`src/rtl/fwd_pkg.sv`:
```
// Shared types and helpers for the operand forwarding / bypass network.
// Build option: FWD_PERF_CNT_EN (see fwd_bypass_net) adds a stall counter.
package fwd_pkg;

  localparam int FWD_DATA_W = 32;
  localparam int FWD_ADDR_W = 5;
  localparam int SEL_W      = 4;

  // rd_sel code meaning "operand comes from the register file"
  localparam logic [SEL_W-1:0] RSEL_GPR = '0;

  // One in-flight register write at the default core widths
  typedef struct packed {
    logic                  valid;
    logic                  ready;
    logic [FWD_ADDR_W-1:0] addr;
    logic [FWD_DATA_W-1:0] data;
  } fwd_entry_t;

  // rd_sel code for an operand forwarded from stage s
  function automatic logic [SEL_W-1:0] stage_to_sel(input int s);
    return SEL_W'(s + 1);
  endfunction

endpackage

```
`src/rtl/fwd_lookup.sv`:
```
// Single read-port priority matcher: youngest matching in-flight producer wins.
module fwd_lookup
  import fwd_pkg::*;
#(
  parameter int DATA_W = FWD_DATA_W,
  parameter int ADDR_W = FWD_ADDR_W,
  parameter int STAGES = 3
) (
  input  logic [STAGES-1:0]        valid,
  input  logic [STAGES-1:0]        ready,
  input  logic [STAGES*ADDR_W-1:0] addr,
  input  logic [STAGES*DATA_W-1:0] data,
  input  logic [ADDR_W-1:0]        rd_addr,
  input  logic [DATA_W-1:0]        gpr_data,
  output logic [DATA_W-1:0]        rd_data,
  output logic [SEL_W-1:0]         rd_sel,
  output logic                     pend
);

  // Walk oldest to youngest so the youngest match overwrites; a pending young match hides older ones
  always_comb begin
    rd_data = gpr_data;
    rd_sel  = RSEL_GPR;
    pend    = 1'b0;
    for (int s = STAGES - 1; s >= 0; s--) begin
      if (valid[s] && (rd_addr != '0) && (addr[s*ADDR_W +: ADDR_W] == rd_addr)) begin
        if (ready[s]) begin
          rd_data = data[s*DATA_W +: DATA_W];
          rd_sel  = stage_to_sel(s);
          pend    = 1'b0;
        end else begin
          rd_data = gpr_data;
          rd_sel  = RSEL_GPR;
          pend    = 1'b1;
        end
      end
    end
  end

endmodule

```
`src/rtl/fwd_bypass_net.sv`:
```
// Parametrised forwarding network: tracks STAGES in-flight register writes,
// resolves NUM_RD operand ports and retires the oldest stage to the GPR file.
// Build option: FWD_PERF_CNT_EN adds cnt_clr input and a saturating stall_cnt output.
module fwd_bypass_net
  import fwd_pkg::*;
#(
  parameter int DATA_W = FWD_DATA_W,
  parameter int ADDR_W = FWD_ADDR_W,
  parameter int STAGES = 3,
  parameter int NUM_RD = 2
) (
  input  logic                     clk,
  input  logic                     rst_n,
  input  logic                     adv,
  input  logic                     iss_valid,
  input  logic [ADDR_W-1:0]        iss_addr,
  input  logic                     iss_rdy,
  input  logic [DATA_W-1:0]        iss_data,
  input  logic [STAGES-1:0]        res_we,
  input  logic [STAGES*DATA_W-1:0] res_data,
  input  logic [STAGES-1:0]        flush_mask,
  input  logic [NUM_RD*ADDR_W-1:0] rd_addr,
  input  logic [NUM_RD*DATA_W-1:0] gpr_data,
  output logic [NUM_RD*DATA_W-1:0] rd_data,
  output logic [NUM_RD*SEL_W-1:0]  rd_sel,
  output logic                     stall,
  output logic                     wb_valid,
  output logic [ADDR_W-1:0]        wb_addr,
  output logic [DATA_W-1:0]        wb_data
`ifdef FWD_PERF_CNT_EN
  ,
  input  logic                     cnt_clr,
  output logic [31:0]              stall_cnt
`endif
);

  typedef struct packed {
    logic              valid;
    logic              ready;
    logic [ADDR_W-1:0] addr;
    logic [DATA_W-1:0] data;
  } entry_t;

  entry_t ent_q   [STAGES];
  entry_t ent_res [STAGES];
  entry_t ent_nxt [STAGES];

  logic [STAGES-1:0]        valid_vec;
  logic [STAGES-1:0]        ready_vec;
  logic [STAGES*ADDR_W-1:0] addr_vec;
  logic [STAGES*DATA_W-1:0] data_vec;
  logic [NUM_RD-1:0]        port_stall;

  // Next entry state: late results first, then the shift, then flushes on post-shift positions
  always_comb begin
    for (int s = 0; s < STAGES; s++) begin
      ent_res[s] = ent_q[s];
      if (res_we[s] && ent_q[s].valid) begin
        ent_res[s].ready = 1'b1;
        ent_res[s].data  = res_data[s*DATA_W +: DATA_W];
      end
    end
    for (int s = 0; s < STAGES; s++) begin
      ent_nxt[s] = ent_res[s];
    end
    if (adv) begin
      for (int s = 1; s < STAGES; s++) begin
        ent_nxt[s] = ent_res[s-1];
      end
      ent_nxt[0].valid = iss_valid && (iss_addr != '0);
      ent_nxt[0].ready = iss_rdy;
      ent_nxt[0].addr  = iss_addr;
      ent_nxt[0].data  = iss_data;
    end
    for (int s = 0; s < STAGES; s++) begin
      if (flush_mask[s]) begin
        ent_nxt[s].valid = 1'b0;
      end
    end
  end

  // Entry pipeline register with synchronous clear
  always_ff @(posedge clk) begin
    if (!rst_n) begin
      for (int s = 0; s < STAGES; s++) begin
        ent_q[s] <= '0;
      end
    end else begin
      for (int s = 0; s < STAGES; s++) begin
        ent_q[s] <= ent_nxt[s];
      end
    end
  end

  // Flatten registered entries for the per-port matchers
  always_comb begin
    valid_vec = '0;
    ready_vec = '0;
    addr_vec  = '0;
    data_vec  = '0;
    for (int s = 0; s < STAGES; s++) begin
      valid_vec[s]                  = ent_q[s].valid;
      ready_vec[s]                  = ent_q[s].ready;
      addr_vec[s*ADDR_W +: ADDR_W]  = ent_q[s].addr;
      data_vec[s*DATA_W +: DATA_W]  = ent_q[s].data;
    end
  end

  for (genvar p = 0; p < NUM_RD; p++) begin : g_port
    fwd_lookup #(
      .DATA_W (DATA_W),
      .ADDR_W (ADDR_W),
      .STAGES (STAGES)
    ) u_lookup (
      .valid    (valid_vec),
      .ready    (ready_vec),
      .addr     (addr_vec),
      .data     (data_vec),
      .rd_addr  (rd_addr[p*ADDR_W +: ADDR_W]),
      .gpr_data (gpr_data[p*DATA_W +: DATA_W]),
      .rd_data  (rd_data[p*DATA_W +: DATA_W]),
      .rd_sel   (rd_sel[p*SEL_W +: SEL_W]),
      .pend     (port_stall[p])
    );
  end

  assign stall    = |port_stall;
  assign wb_valid = adv && ent_q[STAGES-1].valid && ent_q[STAGES-1].ready;
  assign wb_addr  = ent_q[STAGES-1].addr;
  assign wb_data  = ent_q[STAGES-1].data;

  // Advancing a producer whose data never arrived silently loses a register write
  always_ff @(posedge clk) begin
    if (rst_n) begin
      assert (!(adv && ent_q[STAGES-1].valid && !ent_q[STAGES-1].ready));
    end
  end

`ifdef FWD_PERF_CNT_EN
  // Saturating count of stalled cycles; clear has priority over counting
  always_ff @(posedge clk) begin
    if (!rst_n || cnt_clr) begin
      stall_cnt <= '0;
    end else if (stall && (stall_cnt != '1)) begin
      stall_cnt <= stall_cnt + 32'd1;
    end
  end
`endif

endmodule

```
`config.mk`:
```
export PLATFORM = sky130hd
export DESIGN_NAME = fwd_bypass_net
export DESIGN_NICKNAME = d
export VERILOG_FILES = /design/src/rtl/fwd_pkg.sv /design/src/rtl/fwd_lookup.sv /design/src/rtl/fwd_bypass_net.sv
export SDC_FILE = /design/constraint.sdc
export NUM_CORES = 1
export LEC_CHECK = 0
export CELL_PAD_IN_SITES_DETAIL_PLACEMENT = 0
export CELL_PAD_IN_SITES_GLOBAL_PLACEMENT = 2
export CORE_MARGIN = 3
export CORE_UTILIZATION = 23
export DETAILED_ROUTE_END_ITERATION = 12
export MAX_ROUTING_LAYER = met4
export PLACE_DENSITY_LB_ADDON = 0.3
export SLEW_MARGIN = 20
export SYNTH_ARGS = -nofsm -noshare
export SYNTH_HDL_FRONTEND = slang
export SYNTH_SLANG_ARGS = --single-unit
```
`constraint.sdc`:
```
create_clock -name clk -period 2.41 [get_ports clk]
set_input_delay 0.482 -clock clk [delete_from_list [all_inputs] [get_ports clk]]
set_output_delay 0.482 -clock clk [all_outputs]
set_load 0.02 [all_outputs]
```
==> metrics.md <==
| Metric | Value |
|---|---|
| Register area share after synthesis | `0.2554` |
| Worst EP required | `1930 ps` |
| Worst-Skew Late Latency | `440 ps` |
| Setup slack, reg-to-reg | `610 ps` |
| P_int | `0.004884 W` |
| Final setup viols | `69` |
| Largest net degree at the start of global routing | `72` |
| Max Transition Viols Final | `0` |
| Buf/Inv on CP | `6` |
| Ys async rst share | `0` |
| # IOs | `329` |
| Sw Share | `0.2869` |
| Synth Cell Area | `9173 µm²` |
| CP max FO | `6` |
| Slowest-stage cell, CP | `or4_4` |
| Adder-cell share of the synthesized area | `0` |
| Die height | `205.7 µm` |
| Setup crit start | `rd_addr[3]` |
| Antenna Nets Post-Route | `0` |
| Mux contribution to synthesized area | `0.1807` |
| Buffers added on ports | `324` |
| Min Clock Period, post-route | `3026 ps` |
| Cts bufs inserted | `17` |
| Hold_sp | `rst_n` |
| Biggest regs | `ent_q (117)` |
| Mapped Cells | `1093` |
| Critical Path End | `rd_data[28]` |
| H-tree depth | `4` |
| HPWL Detailed | `32240 µm` |
| Initial DRC count | `392` |
| Top Family by Delay on Critical Path | `buffers and inverters` |
| Yosys synthesis warning count | `0` |
| Layout Utilization | `0.4186` |
| Top reg by flops | `ent_q` |
| Congestion Overflow GR | `0` |
| Die X | `205.7 µm` |
| Failing checks | `setup timing` |
| RD Place Congestion | `0.8737` |
| FF-to-FF path depth | `6` |
| Seq cells post-synth | `117` |
| Hold Path Class | `in -> reg` |
| Most frequent cells in the layout | `242 x clkdlybuf4s50_1, 144 x mux2i_1, 103 x dfxtp_1` |
| Worst slew pin tran | `678.3 ps` |
| Slew headroom | `0.5478` |
| # rows | `72` |
| DR pass1 iterations | `4` |
| Clk network pwr share | `0.438` |
| First-pass GRT wire length | `65060 µm` |
| Starting density of the core | `0.2351` |
| Most common cell after layout, fill and taps aside | `clkdlybuf4s50_1` |
| RSZ-0062 raised after global routing | `yes` |
| Leakage power | `6.232 nW` |
| Logic gate share of total power | `0.247` |
| Die area | `42310 µm²` |
| Syn_area_per_cell | `8.392 µm²` |
| Drt drc | `0` |
| Cell repeated most along the worst path | `buf_6` |
| CTS Sinks | `117` |
| Max reg flops | `117` |
| Pwr Density | `419.5 nW/µm²` |
| CTS tree | `built` |
| Final nets | `1665` |
| DP Worst Slack | `-1447 ps` |
| Layout cell share with drive strength beyond 1 | `0.3295` |
| Skew final | `12.57 ps` |
| Compound-Gate Fraction of Synth Area | `0.2573` |
| Drt total wl | `45250 µm` |
| Worst Path Arrival | `2540 ps` |
| Placed cell areas | `14320 µm²` |
| Worst path depth | `11` |
| Clk root buf | `clkbuf_16` |
| Synth Flop Type | `dfxtp_1` |
| Vias in the first global route | `10.10k` |
| Total negative setup slack | `-35340 ps` |
| Seq pwr share | `0.315` |
| Routed length per instance | `22.83 µm` |
| # hold bufs at CTS | `0` |
| RR Endpoint | `ent_q[0][5]` |
| CP peak stage delay | `530 ps` |
| Cell variety after synth | `53` |
| Peak supply drop | `0.4774 mV` |
| Setup CP Type | `in -> out` |
| Max-cap violations | `0` |
| Crit-path cells | `buf_6, or4_4, o211ai_1, buf_4, nor3_4, buf_6, buf_6, buf_12, mux2i_4, a221oi_4, buf_6` |
| Overall via count from detail_route | `9777` |
| Synth Area in Simple Gates | `0.1900` |
| Psw | `0.001965 W` |
| Vias/cell | `4.933` |
| Endpoint class of the critical path | `output pin` |
| Post-Synth XOR/XNOR Area | `0.02769` |
| Status | `complete, but fails checks` |
| Largest family of logic cells by synthesized area | `compound AO/OA/AOI/OAI gates` |
| Final period util | `1.255` |
| CP Launch Type | `input pin` |
| GRT Resource Usage Total | `0.2121` |
| Post-synth EDFFs | `0` |
| Final Hold Fails | `0` |
| Reg2reg start | `ent_q[0][38]` |
| Core Box Area | `39010 µm²` |
| Initial antenna violation count | `4` |
| Fmax | `330.5 MHz` |
| Clock tree buffer depth | `2` |
| Post-route cell area | `16330 µm²` |
| Synthesis-to-layout area growth | `78.00%` |
| Final WS setup | `-615.5 ps` |
| Clk slew on worst S/H paths | `60 ps` |
==> final cells by class <==
cell class,instances,area (µm²)
antenna,4,10.01
fill,3828,22680
clock inverter,15,254.0
tap,518,648.1
inverter,3,11.26
multi-input combinational,828,7530
sequential,117,2380
timing repair buffer,480,5069
clock buffer,17,425.4
==> routing by layer <==
layer	global-route usage	wire length (µm)	part of all wire	vias to the layer above
met5	-	0	0	-
met3	0.04509	2321	0.051	45
li1	-	-	-	4726
met1	0.2705	20650	0.46	4753
met2	0.3393	21250	0.47	253
met4	0.06029	1023	0.023	0
==> per-stage QoR <==
stage | hold slack (ps) | cells | power (W)
after CTS | 534.5 | 1970 | 0.006925
after global routing | 543.5 | 1982 | 0.007149
after floorplan | 516.6 | 1096 | 0.002980
final | 547.5 | 1982 | 0.006849
after detailed placement | 563.2 | 1910 | 0.003827
after global placement | 565.2 | 1910 | 0.003819
==> power by group through the flow <==
stage / sequential (W) / combinational, W / clock (W)
after floorplan: 0.00214 / 0.000839 / 0
after global placement: 0.00219 / 0.00163 / 0
after detailed placement: 0.00219 / 0.00164 / 0
after CTS: 0.00215 / 0.00168 / 0.00309
after global routing: 0.00217 / 0.00181 / 0.00317
final: 0.00215 / 0.00169 / 0.00300
==> worst register-to-register path: stages, from the launching register on <==
cell	delay [ps]
dfxtp_1	420
buf_4	150
and2_2	250
buf_12	270
mux2i_1	330
o21ai_0	110
and2_1	170
==> worst min-delay path by stage <==
stage | endpoint | slack (ps) | depth (start not counted)
after CTS | ent_q[0][37] | 530 | 2
after global routing | ent_q[0][37] | 540 | 2
after floorplan | ent_q[0][108] | 520 | 2
final | ent_q[0][61] | 550 | 2
after global placement | ent_q[0][90] | 570 | 2
after detailed placement | ent_q[0][98] | 560 | 2
==> cells in the mapped netlist (14+ instances only) <==
cell type  count  share of area
a211oi_1      64          0.052
a211oi_2      19          0.026
a21oi_1       49          0.027
a221oi_1      19          0.018
a221oi_2      14          0.023
and2_1        80          0.055
buf_2         31          0.017
buf_4         45          0.037
clkbuf_1      55          0.023
dfxtp_1      117           0.26
mux2i_1      151           0.16
nand2_1       65          0.027
nand3b_1      27          0.022
nor2_1        66          0.027
nor2b_1       35          0.024
o21a_1        21          0.017
o21ai_0       46          0.025
o22ai_1       27          0.018
o311ai_0      27          0.026
xnor2_1       21          0.020
==> kinds of logic after synthesis <==
kind of cell	Yosys count
other	1
xor gates and xnor gates	29
buffers and inverters	151
and+or+nand+nor	320
DFF	117
AOI/OAI and AO/OA	311
muxes	164
==> repair_timing <==
item | CTS | global route
endpoints found under the setup margin | 70 | 69
gates cloned | 7 | 1
pin swaps | 49 | 33
setup buffers | 21 | 10
resized for setup | 493 | 61
(Power assumes the default switching activity.)
